[config.mk]
export PLATFORM = sky130hd
export DESIGN_NAME = ps2_scancode_decoder
export DESIGN_NICKNAME = d
export VERILOG_FILES = /design/src/rtl/ps2_scancode_decoder.sv
export SDC_FILE = /design/constraint.sdc
export NUM_CORES = 1
export LEC_CHECK = 0
export ABC_AREA = 1
export ABC_CLOCK_PERIOD_IN_PS = 1900
export CAP_MARGIN = 20
export CORE_AREA = 5 5 77 79
export DETAILED_ROUTE_END_ITERATION = 12
export DIE_AREA = 0 0 82 84
export PLACE_DENSITY_LB_ADDON = 0.3
export SETUP_SLACK_MARGIN = 0.2
export SLEW_MARGIN = 20
export SYNTH_ARGS = -nofsm -noshare
export SYNTH_HDL_FRONTEND = slang
export SYNTH_SLANG_ARGS = --single-unit
export TNS_END_PERCENT = 30
[constraint.sdc]
create_clock -name clk -period 1.9 [get_ports clk]
set_clock_uncertainty 0.15 [all_clocks]
set_input_delay 0.38 -clock clk [delete_from_list [all_inputs] [get_ports clk]]
set_output_delay 0.38 -clock clk [all_outputs]
set_load 0.05 [all_outputs]
[src/rtl/ps2_scancode_decoder.sv]
// ps2_scancode_decoder
//   Deframes the PS/2 keyboard serial stream (start, 8 data LSB first, odd
//   parity, stop) and folds the E0/F0 prefix bytes into one event per key
//   action.
//
// Ports
//   clk        in   system clock, every register on its rising edge
//   reset_n    in   synchronous active-low reset
//   PS2_CLK    in   raw PS/2 clock (asynchronous)
//   PS2_DAT    in   raw PS/2 data  (asynchronous)
//   valid      out  one-cycle event strobe
//   makeBreak  out  1 = make, 0 = break (held until next event)
//   outCode    out  scan code without prefixes (held until next event)
//   extended   out  event was preceded by E0 (held until next event)
//   frame_err  out  one-cycle pulse on parity/stop error or timeout
module ps2_scancode_decoder #(
    parameter int FILTER_LEN     = 8,
    parameter int TIMEOUT_CYCLES = 100000
) (
    input  logic       clk,
    input  logic       reset_n,
    input  logic       PS2_CLK,
    input  logic       PS2_DAT,
    output logic       valid,
    output logic       makeBreak,
    output logic [7:0] outCode,
    output logic       extended,
    output logic       frame_err
);

    localparam int FCNT_W = $clog2(FILTER_LEN + 1);
    localparam int TCNT_W = $clog2(TIMEOUT_CYCLES + 1);

    typedef enum logic [1:0] {IDLE, DATA, PARITY, STOP} state_t;

    state_t              r_state;
    state_t              w_state_next;

    logic                r_clk_s1, r_clk_s2;
    logic                r_dat_s1, r_dat_s2;
    logic                r_filt, r_filt_d;
    logic [FCNT_W-1:0]   r_fcnt;
    logic [TCNT_W-1:0]   r_tcnt;
    logic [7:0]          r_shift;
    logic [2:0]          r_bitcnt;
    logic                r_parity;
    logic                r_ext, r_brk;

    logic                w_fe;
    logic                w_timeout;
    logic                w_shift_en;
    logic                w_clr_bits;
    logic                w_par_ld;
    logic                w_byte_ok;
    logic                w_byte_bad;

    // Odd parity: data bits plus parity bit must contain an odd number of ones.
    function automatic logic parity_ok(input logic [7:0] d, input logic p);
        return (^d) ^ p;
    endfunction

    assign w_fe      = r_filt_d & ~r_filt;
    assign w_timeout = (r_state != IDLE) && (r_tcnt == TCNT_W'(TIMEOUT_CYCLES));

    // Synchronizers, glitch filter, edge history and timeout counter
    always_ff @(posedge clk) begin
        if (!reset_n) begin
            r_clk_s1 <= 1'b1;
            r_clk_s2 <= 1'b1;
            r_dat_s1 <= 1'b1;
            r_dat_s2 <= 1'b1;
            r_filt   <= 1'b1;
            r_filt_d <= 1'b1;
            r_fcnt   <= '0;
            r_tcnt   <= '0;
        end else begin
            r_clk_s1 <= PS2_CLK;
            r_clk_s2 <= r_clk_s1;
            r_dat_s1 <= PS2_DAT;
            r_dat_s2 <= r_dat_s1;
            r_filt_d <= r_filt;
            // Filtered level flips only after FILTER_LEN consecutive differing cycles.
            if (r_clk_s2 != r_filt) begin
                if (r_fcnt == FCNT_W'(FILTER_LEN - 1)) begin
                    r_filt <= r_clk_s2;
                    r_fcnt <= '0;
                end else begin
                    r_fcnt <= r_fcnt + 1'b1;
                end
            end else begin
                r_fcnt <= '0;
            end
            if (r_state == IDLE || w_fe || w_timeout) begin
                r_tcnt <= '0;
            end else begin
                r_tcnt <= r_tcnt + 1'b1;
            end
        end
    end

    always_ff @(posedge clk) begin
        if (!reset_n) begin
            r_state <= IDLE;
        end else begin
            r_state <= w_state_next;
        end
    end

    always_comb begin
        w_state_next = r_state;
        w_shift_en   = 1'b0;
        w_clr_bits   = 1'b0;
        w_par_ld     = 1'b0;
        w_byte_ok    = 1'b0;
        w_byte_bad   = 1'b0;
        if (w_timeout) begin
            // Timeout beats a coincident edge; that edge is dropped.
            w_state_next = IDLE;
            w_byte_bad   = 1'b1;
        end else if (w_fe) begin
            unique case (r_state)
                IDLE: begin
                    if (!r_dat_s2) begin
                        w_state_next = DATA;
                        w_clr_bits   = 1'b1;
                    end
                end
                DATA: begin
                    w_shift_en = 1'b1;
                    if (r_bitcnt == 3'd7) begin
                        w_state_next = PARITY;
                    end
                end
                PARITY: begin
                    w_par_ld     = 1'b1;
                    w_state_next = STOP;
                end
                STOP: begin
                    w_state_next = IDLE;
                    if (r_dat_s2 && parity_ok(r_shift, r_parity)) begin
                        w_byte_ok = 1'b1;
                    end else begin
                        w_byte_bad = 1'b1;
                    end
                end
                default: w_state_next = IDLE;
            endcase
        end
    end

    // Frame bit counter (control) and received data (no reset needed)
    always_ff @(posedge clk) begin
        if (!reset_n) begin
            r_bitcnt <= '0;
        end else if (w_clr_bits) begin
            r_bitcnt <= '0;
        end else if (w_shift_en) begin
            r_bitcnt <= r_bitcnt + 1'b1;
        end
    end

    always_ff @(posedge clk) begin
        if (w_shift_en) begin
            r_shift <= {r_dat_s2, r_shift[7:1]};
        end
        if (w_par_ld) begin
            r_parity <= r_dat_s2;
        end
    end

    // Prefix folding and event outputs
    always_ff @(posedge clk) begin
        if (!reset_n) begin
            valid     <= 1'b0;
            frame_err <= 1'b0;
            outCode   <= '0;
            makeBreak <= 1'b0;
            extended  <= 1'b0;
            r_ext     <= 1'b0;
            r_brk     <= 1'b0;
        end else begin
            valid     <= 1'b0;
            frame_err <= 1'b0;
            if (w_byte_bad) begin
                frame_err <= 1'b1;
                r_ext     <= 1'b0;
                r_brk     <= 1'b0;
            end else if (w_byte_ok) begin
                if (r_shift == 8'hE0) begin
                    r_ext <= 1'b1;
                end else if (r_shift == 8'hF0) begin
                    r_brk <= 1'b1;
                end else begin
                    valid     <= 1'b1;
                    outCode   <= r_shift;
                    makeBreak <= ~r_brk;
                    extended  <= r_ext;
                    r_ext     <= 1'b0;
                    r_brk     <= 1'b0;
                end
            end
        end
    end

endmodule

; Word level (Yosys, flattened, before mapping)
; Index checks and enable logic that the tools add are counted.
[word_totals]
out_inout_bits = 12
ff_bits = 55
in_bits = 4
wordCells = 88
[op_classes]
muxes = 26
n_bitwise = 10
addsub = 3
n_reduce_logical = 18
eq_ne = 12
[op_table]
columns = cell, n
row1 = two-way mux 1 bit, 23
row2 = "adder 17 x 1 -> 17 bit, second input constant", 1
row3 = "equality test 17 bit, second input constant", 1
row4 = "equality test 8 bit, second input constant", 2
row5 = inverter 1 bit, 8
row6 = one-hot mux 2 bit (4 select lines), 1
row7 = OR reduction 2 bit, 4
row8 = XOR reduction 8 bit, 1
row9 = "inequality test 2 bit, second input constant", 3
row10 = AND reduction 2 bit, 3
row11 = "adder 4 x 1 -> 4 bit, second input constant", 1
row12 = "equality test 2 bit, second input constant", 2
row13 = "equality test 4 x 3 -> 1 bit, second input constant", 1
row14 = two-way mux 2 bit, 2
row15 = AND reduction 4 bit, 1
row16 = OR reduction 4 bit, 1
row17 = "adder 3 x 1 -> 3 bit, second input constant", 1
row18 = "equality test 3 bit, second input constant", 1
row19 = AND reduction 3 bit, 1
row20 = OR reduction 3 bit, 1
row21 = "equality test 2 x 1 -> 1 bit, second input constant", 1
row22 = logical AND 1 bit, 2
row23 = logical NOT 2 bit, 1
row24 = logical OR 1 bit, 2
row25 = other kinds (4), 4

; Depth between registers and ports, before layout
[logic_depth]
word_depth = 9
ltp_mapped = 14
ltp_nobuf = 14

; Least setup slack after synthesis
; OpenSTA, ideal clock, no wires.
[synth_path]
path_type = register to register
start = register r_shift[6]
end = register outCode[4]
t_arrival_ns = 1.512
period_less_slack_ns = 1.779
n_path_buf = 1
t_required_ns = 1.633
setup_time_ns = 0.117
path_slack_ns = 0.121
stages_incl_launch_ff = 13
cell_sequence = edfxtp_1 -> ha_1 -> inv_1 -> nand2_1 -> nand3_1 -> nand2_1 -> nand2_1 -> nand3_2 -> nor2_4 -> buf_12 -> nand3_2 -> nand2_1 -> nor2_1
[synth_between]
elab_chain_cells = 9
word_cells_on_any_way = 17
cone_classes = eq/ne: 2 / mux: 8 / bitwise: 4 / reduce/logical: 3
[synth_rtl]
columns = element, line_no
row1 = "start, declared", 44  ; logic [7:0] r_shift;
row2 = "start signal, assigned", 164  ; r_shift <= {r_dat_s2, r_shift[7:1]};
row3 = XOR reduction 8 bit, 59  ; return (^d) ^ p;
row4 = XOR 1 bit, 59
row5 = logical AND 1 bit, 140  ; if (r_dat_s2 && parity_ok(r_shift, r_parity)) begin
row6 = two-way mux 1 bit, 140
row7 = two-way mux 1 bit, 121  ; unique case (r_state)
row8 = two-way mux 1 bit, 120  ; end else if (w_fe) begin
row9 = two-way mux 1 bit, 116  ; if (w_timeout) begin
row10 = inverter 1 bit (no line), n/a
row11 = AND reduction 4 bit (no line) *, n/a
row12 = "end signal, assigned", 195  ; outCode <= r_shift;
row13 = "end, declared", 26  ; output logic [7:0] outCode,
; Mark *: on every way between the ends. The rest lies on a longest branch, timed or not.
; A chain may end at the register's enable or synchronous reset.

; Worst setup path after layout
[layout_path]
start = register r_shift[1]
end = register outCode[4]
; Same word-level chain as after synthesis.

==> out/metrics.csv <==
metric,value,unit
area_growth,21.16,%
fmax,517.1,MHz
synth_area_leader_cell,dfxtp_1,
grt_use_total,15.31,%
drtIter0Drc,99,
tritoncts,done,
finalWorstPathRequiredPeriod,1.934,ns
ys_seq_elements,55,
n_antenna_cell,0,
finalCritPeriodShare,101.8,%
antenna_found_initial,0,
setup_viol,5,
failed_checks,setup timing,
fin_area,3174,µm²
status,"finished, violations left",
grt_max_degree,19,
relSlewSlack,63.82,%
ys.flop_type,dfxtp_1,
syn-mean-instance-area,8.318,µm²
min_path_type,flop to flop,
netlist_instances,315,
core,5270,µm²
seq_area_frac_synth,45.46,%
cp_max_fo,6,
grt_pass1_vias,1984,
whs,0.2631,ns
end_kind,flop,
cp.arrival,2.00,ns
slew_viol_final,0,
overflow,0,
synthAdderAreaFrac,6.686,%
viasPerCell,4.809,
vias,2044,
yosys_warnings,0,
first_pass_iters,4,
dieArea,6888,µm²
numClockSinks,55,
cts_buffers,5,
synth_area,2620,µm²
cts.path.max_buffers,2,
synth-xor-area-share,3.343,%
fp.dieH,84,µm
pin_count,16,
cap_violations,0,
clkTransAtPathRegs,0.10,ns
htreeDepth,2,
synth_compound_area_share,6.829,%
path_class,flop to flop,
synthMuxAreaShare,0,%
io_buffer_count,15,
power,1.999,mW
yosys.area_share.simple,29.04,%
gp_congestion,0.8619,
syn-num-nets,333,
initial_core_util,49.72,%
async_flop_share,0,%
detail_route.wl_per_cell,11.71,µm
hold_violations,0,
place_ws,-0.02244,ns
placed_area,2910,µm²
route.detailed.drc,0,
grt_pass1_wl,8362,µm
postRouteAntennaNets,0,
cts_root_buffer,clkbuf_8,
layout-drive-gt1-share,30.88,%
rsz0062_at_grt,true,
route.final.wire_length,4975,µm
clk_latency,0.31,ns
tns,-0.1033,ns
synth_edf_count,9,
start_kind,flop,
power_leakage,1.232,nW
synth_top_family_by_area,simple AND/OR/NAND/NOR gates,
num_rows,27,
ys_top_cells_by_area,"dfxtp_1, edfxtp_1, nand2_1",
ir_drop,370.8,µV
required,1.96,ns
final_nets,370,
synth_cell_types,31,
num-fill-cells,482,
die_w,82,µm
yosys.area.top_type_share,35.15,%
worst_slew_pin_slew,0.5382,ns
setup_slack,-0.03375,ns
place.detailed.hpwl,3597,µm
p_per_area,629.9,nW/µm²
## cells in the mapped netlist (2+ instances only)
cell type  count
a21oi_1       21
a21oi_2        2
buf_6          4
dfxtp_1       46
edfxtp_1       9
ha_1          14
inv_1         38
inv_2          4
nand2_1       55
nand2_2        4
nand3_1       12
nand3_2       10
nand4_1       11
nor2_1        50
nor2_2         3
nor3b_1        3
o21ai_0        2
or2_2          6
xnor2_1        4
xor2_1         6
## layout make-up
class                           instances  area [µm²]  area share, %
Timing Repair Buffer                   36       285.3          8.987
Tap cell                               72       90.09          2.838
Clock inverter                          3       45.04          1.419
Clock buffer                            5       68.82          2.168
Multi-Input combinational cell        212        1325          41.74
Inverter                               42       163.9          5.164
Sequential cell                        55        1196          37.68
## registers in the layout, summed over array words and instances, names as in the netlist, 2 cells and up
signal / flops
r_shift: 8
r_tcnt: 17
r_bitcnt: 3
r_state: 2
r_fcnt: 4
outCode: 8
## per-layer routing
metal / track usage (%) / vias up / routed length (µm)
li1: - / 1083 / -
met1: 18.86 / 931 / 2232
met2: 25.42 / 21 / 2473
met3: 2.700 / 9 / 137
met4: 6.949 / 0 / 131
met5: 0 / - / 0
## report_power, final
part           total, mW  internal (mW)  switching [mW]
sequential          1.19           1.18         0.00295
clock              0.778          0.398           0.380
combinational     0.0351         0.0171          0.0180
## worst paths after layout
check / from / cells past startpoint / endpoint / slack, ns
max: r_shift[1]$_DFFE_PP_ / 14 / outCode[4]$_SDFFE_PN0P_ / -0.03
min: r_clk_s1$_SDFF_PN1_ / 1 / r_clk_s2$_SDFF_PN1_ / 0.26
max reg2reg: r_shift[1]$_DFFE_PP_ / 14 / outCode[4]$_SDFFE_PN0P_ / -0.03
min reg2reg: r_clk_s1$_SDFF_PN1_ / 1 / r_clk_s2$_SDFF_PN1_ / 0.26
## through the flow
step | utilization, % | cells
global route | 60.23 | 425
detailed placement | 55.22 | 415
finish | 60.23 | 425
floorplan | - | 315
CTS | 58.21 | 423
global placement | 55.22 | 415
## cells by family after synthesis
kind of cell / count (synthesis)
buffers and inverters: 48
AND/OR/NAND/NOR: 157
adder cells (fa/ha/maj): 14
AO/OA/AOI/OAI: 31
XOR/XNOR: 10
flip-flops: 55
## critical path: stages, from the launching register on
cell and delay, ns:
edfxtp_1 0.36, inv_1 0.08, ha_4 0.29, inv_1 0.04, nand2_1 0.09, nand2_2 0.06, nand2_2 0.07, nand2_1 0.06
nand2_1 0.06, nand3_2 0.09, nor2_4 0.16, buf_4 0.18, nand3_2 0.06, nand2_1 0.05, nor2_1 0.04
## layout by cell type (no fill, tap or decap), drive strengths merged
cell type / n
clkbuf: 5
edfxtp: 9
o211ai: 1
nand2: 59
o31ai: 1
o21bai: 1
xor2: 6
o221ai: 1
nand3: 23
buf: 33
nor3: 1
nor2: 54
or2: 6
bufinv: 1
ha: 14
a31oi: 1
dfxtp: 46
o21ai: 2
nand4: 11
clkinvlp: 1
nor3b: 3
xnor2: 4
o2111ai: 1
clkdlybuf4s50: 3
a21oi: 23
inv: 43
## timing repair
action,4_1_cts,5_1_grt
setup endpoints to repair,40,41
cloned,0,1
hold buffers,0,0
setup buffers,0,1
resized for setup,14,28
pin swaps,7,19
(Power assumes the default switching activity.)
